**config.mk**
```make
export PLATFORM = sky130hd
export DESIGN_NAME = stream_source
export DESIGN_NICKNAME = d
export VERILOG_FILES = /design/src/rtl/stream_source.sv
export SDC_FILE = /design/constraint.sdc
export NUM_CORES = 1
export LEC_CHECK = 0
export ABC_AREA = 1
export CELL_PAD_IN_SITES_DETAIL_PLACEMENT = 0
export CELL_PAD_IN_SITES_GLOBAL_PLACEMENT = 1
export CORE_UTILIZATION = 54
export DETAILED_ROUTE_END_ITERATION = 16
export GPL_ROUTABILITY_DRIVEN = 1
export PLACE_DENSITY = 0.9
export REMOVE_ABC_BUFFERS = 1
export SETUP_SLACK_MARGIN = 0.2
export SYNTH_ARGS = -nofsm -noshare
export SYNTH_HDL_FRONTEND = slang
export SYNTH_SLANG_ARGS = --single-unit
```
**constraint.sdc**
```tcl
create_clock -name clk -period 4.4 [get_ports clk]
set_clock_uncertainty 0.2 [all_clocks]
set_input_delay 0.88 -clock clk [delete_from_list [all_inputs] [get_ports clk]]
set_output_delay 0.88 -clock clk [all_outputs]
set_load 0.05 [all_outputs]
```
**src/rtl/stream_source.sv**
```systemverilog
// Loadable buffer of signed TIS values streamed to a core port on a write/read handshake.
// Optional STREAM_SOURCE_CLAMP_EN saturates each streamed value to the TIS range of -999..999.
module stream_source #(
  parameter int WIDTH = 11,
  parameter int DEPTH = 39,
  parameter int AW    = $clog2(DEPTH)
) (
  input  logic             clk,
  input  logic             rst,
  input  logic             load_we,
  input  logic [AW-1:0]    load_addr,
  input  logic [WIDTH-1:0] load_data,
  input  logic [7:0]       len,
  input  logic             start,
  output logic             write,
  output logic [WIDTH-1:0] out,
  input  logic             read,
  output logic             busy,
  output logic             done,
  output logic [7:0]       count
);

  typedef enum logic [1:0] {IDLE, SEND, DONE} state_t;

  state_t                  state;
  logic signed [WIDTH-1:0] mem [DEPTH];
  logic [7:0]              len_q;
  logic [AW-1:0]           idx;
  logic [7:0]              len_eff;
  logic                    idle_or_done;
  logic                    last;

  function automatic logic [WIDTH-1:0] sat(input logic signed [WIDTH-1:0] v);
`ifdef STREAM_SOURCE_CLAMP_EN
    if (v > WIDTH'(999))
      return WIDTH'(999);
    else if (v < WIDTH'(-999))
      return WIDTH'(-999);
    else
      return v;
`else
    return v;
`endif
  endfunction

  assign idle_or_done = (state != SEND);
  assign len_eff      = (int'(len) > DEPTH) ? 8'(DEPTH) : len;
  assign last         = (8'(idx) == len_q - 8'd1);

  // Buffer has no reset so contents survive a reset pulse.
  always_ff @(posedge clk) begin
    if (load_we && idle_or_done && (int'(load_addr) < DEPTH))
      mem[load_addr] <= load_data;
  end

  always_ff @(posedge clk or negedge rst) begin
    if (!rst) begin
      state <= IDLE;
      write <= 1'b0;
      out   <= '0;
      busy  <= 1'b0;
      done  <= 1'b0;
      count <= '0;
      idx   <= '0;
      len_q <= '0;
    end else begin
      case (state)
        IDLE, DONE: begin
          if (start) begin
            len_q <= len_eff;
            idx   <= '0;
            count <= '0;
            if (len_eff != 8'd0) begin
              state <= SEND;
              write <= 1'b1;
              busy  <= 1'b1;
              done  <= 1'b0;
              out   <= sat(mem[0]);
            end else begin
              state <= DONE;
              write <= 1'b0;
              busy  <= 1'b0;
              done  <= 1'b1;
            end
          end
        end
        SEND: begin
          // Next value is fetched on the same edge as the transfer, so no bubble.
          if (write && read) begin
            count <= count + 8'd1;
            if (last) begin
              state <= DONE;
              write <= 1'b0;
              busy  <= 1'b0;
              done  <= 1'b1;
            end else begin
              idx <= idx + AW'(1);
              out <= sat(mem[idx + AW'(1)]);
            end
          end
        end
        default: state <= IDLE;
      endcase
    end
  end

endmodule

```
* Yosys cells after proc, flatten, opt, wreduce, memory -nomap -nowiden *
Memory sizes are Yosys's and may differ from the RTL's.
Index checks and enable logic that the tools add are counted.
Widths: inputs -> output; s select.

operators by class
  add/subtract/negate cells = 3
  order comparisons = 2
  eq/ne operators = 9
  multiplexer cells = 30
  reductions and logical operators = 13

operators with widths
  kind                 number
  $mux 11              4
  $mux 8               3
  $pmux 11 s2          1
  $mux 6               3
  $pmux 8 s2           1
  $pmux 6 s2           1
  $mux 1               10
  $ne 2x2->1 const B   5
  $add 8x1->8 const B  1
  $eq 6x8->1           1
  $gt 8x6->1 const B   1
  $mux 2               4
  $reduce_and 4->1     2
  $reduce_bool 8->1    1
  $sub 8x1->8 const B  1
  $add 6x1->6 const B  1
  $lt 6x6->1 const B   1
  $reduce_and 3->1     2
  $reduce_and 5->1     1
  $pmux 1 s2           2
  $pmux 2 s2           1
  $logic_and 1x1->1    3
  $eq 2x1->1 const B   1
  $eq 2x2->1 const B   1
  other kinds (5)      5

storage, ports and cells
  register bits after elaboration = 37
  memory bits (writable) = 429
  bits of input ports = 30
  output and inout bits = 22
  logic and storage cells = 65
  memories = 1

memory list
  name  words  bits a word  rd ports  clocked after memory_dff  write ports  RTL line  text
  mem   39     11           2         0                         1            26        logic signed [WIDTH-1:0] mem [DEPTH];

* Longest topological paths before layout *
  word-level depth = 6
  mapped depth = 17
  mapped depth without buffers = 16

* Worst setup path after synthesis *
OpenSTA, ideal clock, no wires.

  kind = input to register
  start point = input load_addr[3]
  end point = memory mem[34][0], enable pin
  setup time = 0.378 ns
  data arrival time = 2.096 ns
  data required time = 3.822 ns
  setup slack = 1.725 ns
  stages = 7
  path buffers = 0
  cell sequence = nor2_1 inv_1 o21ai_0 nand3_1 clkinv_1 nand4_1 nor2_1

on the way
  cells in the longest elaborated chain, start to end = 4

ends and longest elaborated chain
  item                          RTL line  text
  start, declared               11        input logic [AW-1:0] load_addr,
  $lt 6x6->1                    52        if (load_we && idle_or_done && (int'(load_addr) < DEPTH))
  $logic_and 1x1->1             52
  $mux 1                        52
  $mux 1 (implied by the code)  53        mem[load_addr] <= load_data;
  end, declared                 26

Several ways; a longest one is shown, not always the timed one.

* Worst setup path after layout *
  start point = register idx[0]
  end point = register out[3]

on the way
  cells in the longest elaborated chain, start to end = 5
  elaborated cells between the ends (all ways) = 8
  those cells by class = add/sub (1); eq/ne (2); mux (3); reduce/logical (1); memory (1)

ends and longest elaborated chain
  item                    RTL line  text
  start, declared         28        logic [AW-1:0] idx;
  start signal, assigned  97        idx <= idx + AW'(1);
  $add 6x1->6             98        out <= sat(mem[idx + AW'(1)]);
  $mem_v2 39x11           --
  $mux 11                 91        if (last) begin
  $mux 11                 89        if (write && read) begin
  $pmux 11 s2             67        case (state)
  end signal, assigned    78        out <= sat(mem[0]);
  end signal, assigned    98
  end, declared           16        output logic [WIDTH-1:0] out,

Several ways; a longest one is shown, not always the timed one. The select of a mux whose other input is x is not followed.
A chain may end at the register's enable or synchronous reset.

==> results.yml <==
run_status:
  status: "completed"
clock_network:
  post_cts_resized: 0
  clockBufferDepth: 3
  cts_root_buf: "clkbuf_16"
  cts-htree-levels: 2
  path_clk_slew_ns: 0.06
  ctsHoldBuffers: 0
  numCtsBuffers: 48
  cts_tree: "yes"
  clk_latency_ns: 0.57
  cts_setup_buffers: 0
  clock-sinks: 466
logic_synthesis:
  yosys_warnings: 0
  ys_ff_latch: 466
  synth_top_area_share_pct: 67.1
  synthCells: 1629
  syn-cell-area_sq_um: 19200
  synth-seq-area-share_pct: 71.9
  synth_area_leaders: "edfxtp_1 67%, nor2_1 6.7%, o21ai_0 5.6%"
  yosysTopAreaCell: "edfxtp_1"
  synth_flop_cell: "edfxtp_1"
  ys_types: 35
  synthArstFlopShare_pct: 7.94
  synth-edff-count: 429
  synth_area_per_cell_sq_um: 11.8
route:
  wl_met1_microns: 19200
  vias: 13002
  drt-initial-drc-count: 1489
  ant_nets: 0
  drt_first_pass_iters: 7
  routed_wl_microns: 47300
  wl_met3_microns: 4480
  drc_errors: 0
  wl_met2_microns: 22200
  wire_per_inst_microns: 21.7
  topRoutingLayerUsed: "met4"
  routed_via_density: 5.96
pwr:
  power_frac_comb_pct: 1.5
  power.share.clock_pct: 44.6
  power.switching_mw: 1.75
  ir_worst_vdd_mv: 0.361
  cellInternalPower_mw: 7.22
  power_density_nw_per_um2: 411
  seq_power_share_pct: 53.9
  power.leakage_nw: 7.66
  p_sw_share_pct: 19.5
sta:
  fin_crit_ns: 3.25
  worst_pin_slew_ns: 1.13
  timing.final.ws_setup_ns: 1.15
  tns_ns: 0
  clock.fmax_ghz: 0.308
  hold_viol: 0
  relSlewSlack_pct: 24.5
  min_period_over_period_pct: 73.8
  setup_violations: 0
  slew_viol_final: 0
  rsz0062_at_grt: "false"
finish:
  register_area_sq_um: 13800
  multiInputGateArea_sq_um: 4780
  nFillCells: 2601
  synthToLayoutAreaGrowth_pct: 13.8
  final_core_util_pct: 62.8
  diodes: 0
  drive_above_1_share_pct: 8.28
  fin_nets: 1724
critical_path:
  cp_data_required_time_ns: 4.71
  critPathArrivalTime_ns: 3.56
  critPathMaxFanout: 65
  critPathSlowestCell: "buf_4"
  crit_path_start_kind: "register"
  slowest_delay_ns: 0.62
  path_cells: "buf_4, buf_4, nor2_1, nor2_1, o21ai_0, o211ai_1, nand3_1, nand3_1, nand3_1, nand2_1, nand2_1, nand2_1"
  critPathKind: "reg2reg"
  endpoint_kind: "register"
global_route:
  antenna_found_initial: 0
  grt_overflow: 0
  grt_usage_pct: 26.7
  grt_pass1_vias: 12457
  grt_max_degree: 191
  grt_first_pass_wirelength_microns: 72200
floorplanning:
  die-area_sq_um: 36300
  rows: 68
  pin_count: 52
  die_h_microns: 191
  core_area_sq_um: 34800
  start_util_pct: 55.2
  die_w_microns: 191
placed_design:
  place_ws_ns: 0.814
  place_congestion: 0.848
  dpl.hpwl_microns: 27600
  port_buffers: 51
hold_path:
  hp-class: "in2async"
run:
  cap_violations: 0
[flip-flops by register name (all words and copies together) (netlist names)]
signal  count
busy        1
count       8
done        1
idx         6
len_q       8
mem       429
out        11
state       2
[final timing paths]
| check | startpoint | to | slack [ns] | depth (start not counted) |
|---|---|---|---|---|
| min reg2reg | out[3]$_DFFE_PN0P_ | out[3]$_DFFE_PN0P_ | 0.29 | 2 |
| max | idx[0]$_DFFE_PN0P_ | out[3]$_DFFE_PN0P_ | 1.15 | 12 |
| max reg2reg | idx[0]$_DFFE_PN0P_ | out[3]$_DFFE_PN0P_ | 1.15 | 12 |
| max in group asynchronous | rst | idx[0]$_DFFE_PN0P_ | 3.13 | 1 |
| min | rst | len_q[0]$_DFFE_PN0P_ | 0.22 | 1 |
| min in group clk | out[3]$_DFFE_PN0P_ | out[3]$_DFFE_PN0P_ | 0.29 | 2 |
[through the flow]
stage / area (sq um) / power [mW] / std cells / hold slack [ns]
finish: 21900 / 8.97 / 2183 / 0.225
global route: 21900 / 9.20 / 2183 / 0.283
CTS: 21900 / 9.01 / 2183 / 0.229
detailed placement: 20300 / 5.06 / 2096 / 0.261
global placement: 20300 / 5.06 / 2096 / 0.261
floorplan: 18700 / 4.94 / 1534 / 0.272
[final cells by class]
class / instances / area share (%)
Clock inverter: 35 / 1.41
Timing Repair Buffer: 107 / 4.29
Inverter: 48 / 0.847
Multi-Input combinational cell: 1020 / 21.9
Sequential cell: 466 / 63.2
Clock buffer: 52 / 5.76
Tap cell: 455 / 2.61
[kinds of logic (layout without fill, tap and decap cells)]
logic type / Yosys count / after routing / share of synthesized area, %
AO/OA/AOI/OAI: 337 / 337 / 9.94
XOR/XNOR: 6 / 6 / 0.352
adder cells (fa/ha/maj): 3 / 3 / 0.196
buffers and inverters: 143 / 242 / 3.36
flip-flops: 466 / 466 / 71.9
AND/OR/NAND/NOR: 674 / 674 / 14.2
[worst max-delay path: cells and delay by family (launching register included)]
family,cells,cell delay (ns)
AND/OR/NAND/NOR,8,1.01
flip-flops,1,0.50
buffers and inverters,2,1.08
AO/OA/AOI/OAI,2,0.32
[power groups by stage]
stage          Clock (mW)  Sequential (mW)  Combinational [mW]
2_1_floorplan           0             4.93             0.00863
3_3_place_gp            0             4.93               0.130
3_5_place_dp            0             4.93               0.134
4_1_cts              4.04             4.83               0.134
5_1_grt              4.23             4.83               0.142
6_report             4.00             4.83               0.135
[per-layer routing]
layer  up-vias  track usage, %
li1       5932               -
met1      6234            37.9
met2       737            42.2
met3        99            4.16
met4         0            9.20
met5         -               0
[cells in the final DEF (no fill, tap or decap), types with 3 or more instances in the layout]
master / count
clkinvlp_4: 5
bufinv_16: 5
edfxtp_1: 429
dfrtp_1: 36
nand2_1: 192
o211ai_1: 71
a21oi_1: 28
xor2_1: 3
o21ai_0: 215
buf_4: 55
nand4_1: 6
nand3_1: 122
clkdlybuf4s50_1: 50
clkinv_2: 12
clkbuf_16: 50
clkinv_1: 13
inv_1: 46
nor2_1: 342
o22ai_1: 10
a22oi_1: 10
[cells in the mapped netlist, types with 2 or more instances]
cell	number
edfxtp_1	429
nor2_1	342
o21ai_0	215
nand2_1	192
nand3_1	122
o211ai_1	71
inv_1	46
clkbuf_1	39
dfrtp_1	37
buf_2	32
a21oi_1	28
a22oi_1	10
buf_1	10
buf_4	10
o22ai_1	10
nand4_1	6
buf_6	4
ha_1	3
xor2_1	3
nand2_2	2
nor2_2	2
nor3_1	2
xor2_2	2
No activity file was read; power rests on OpenSTA's default activity.
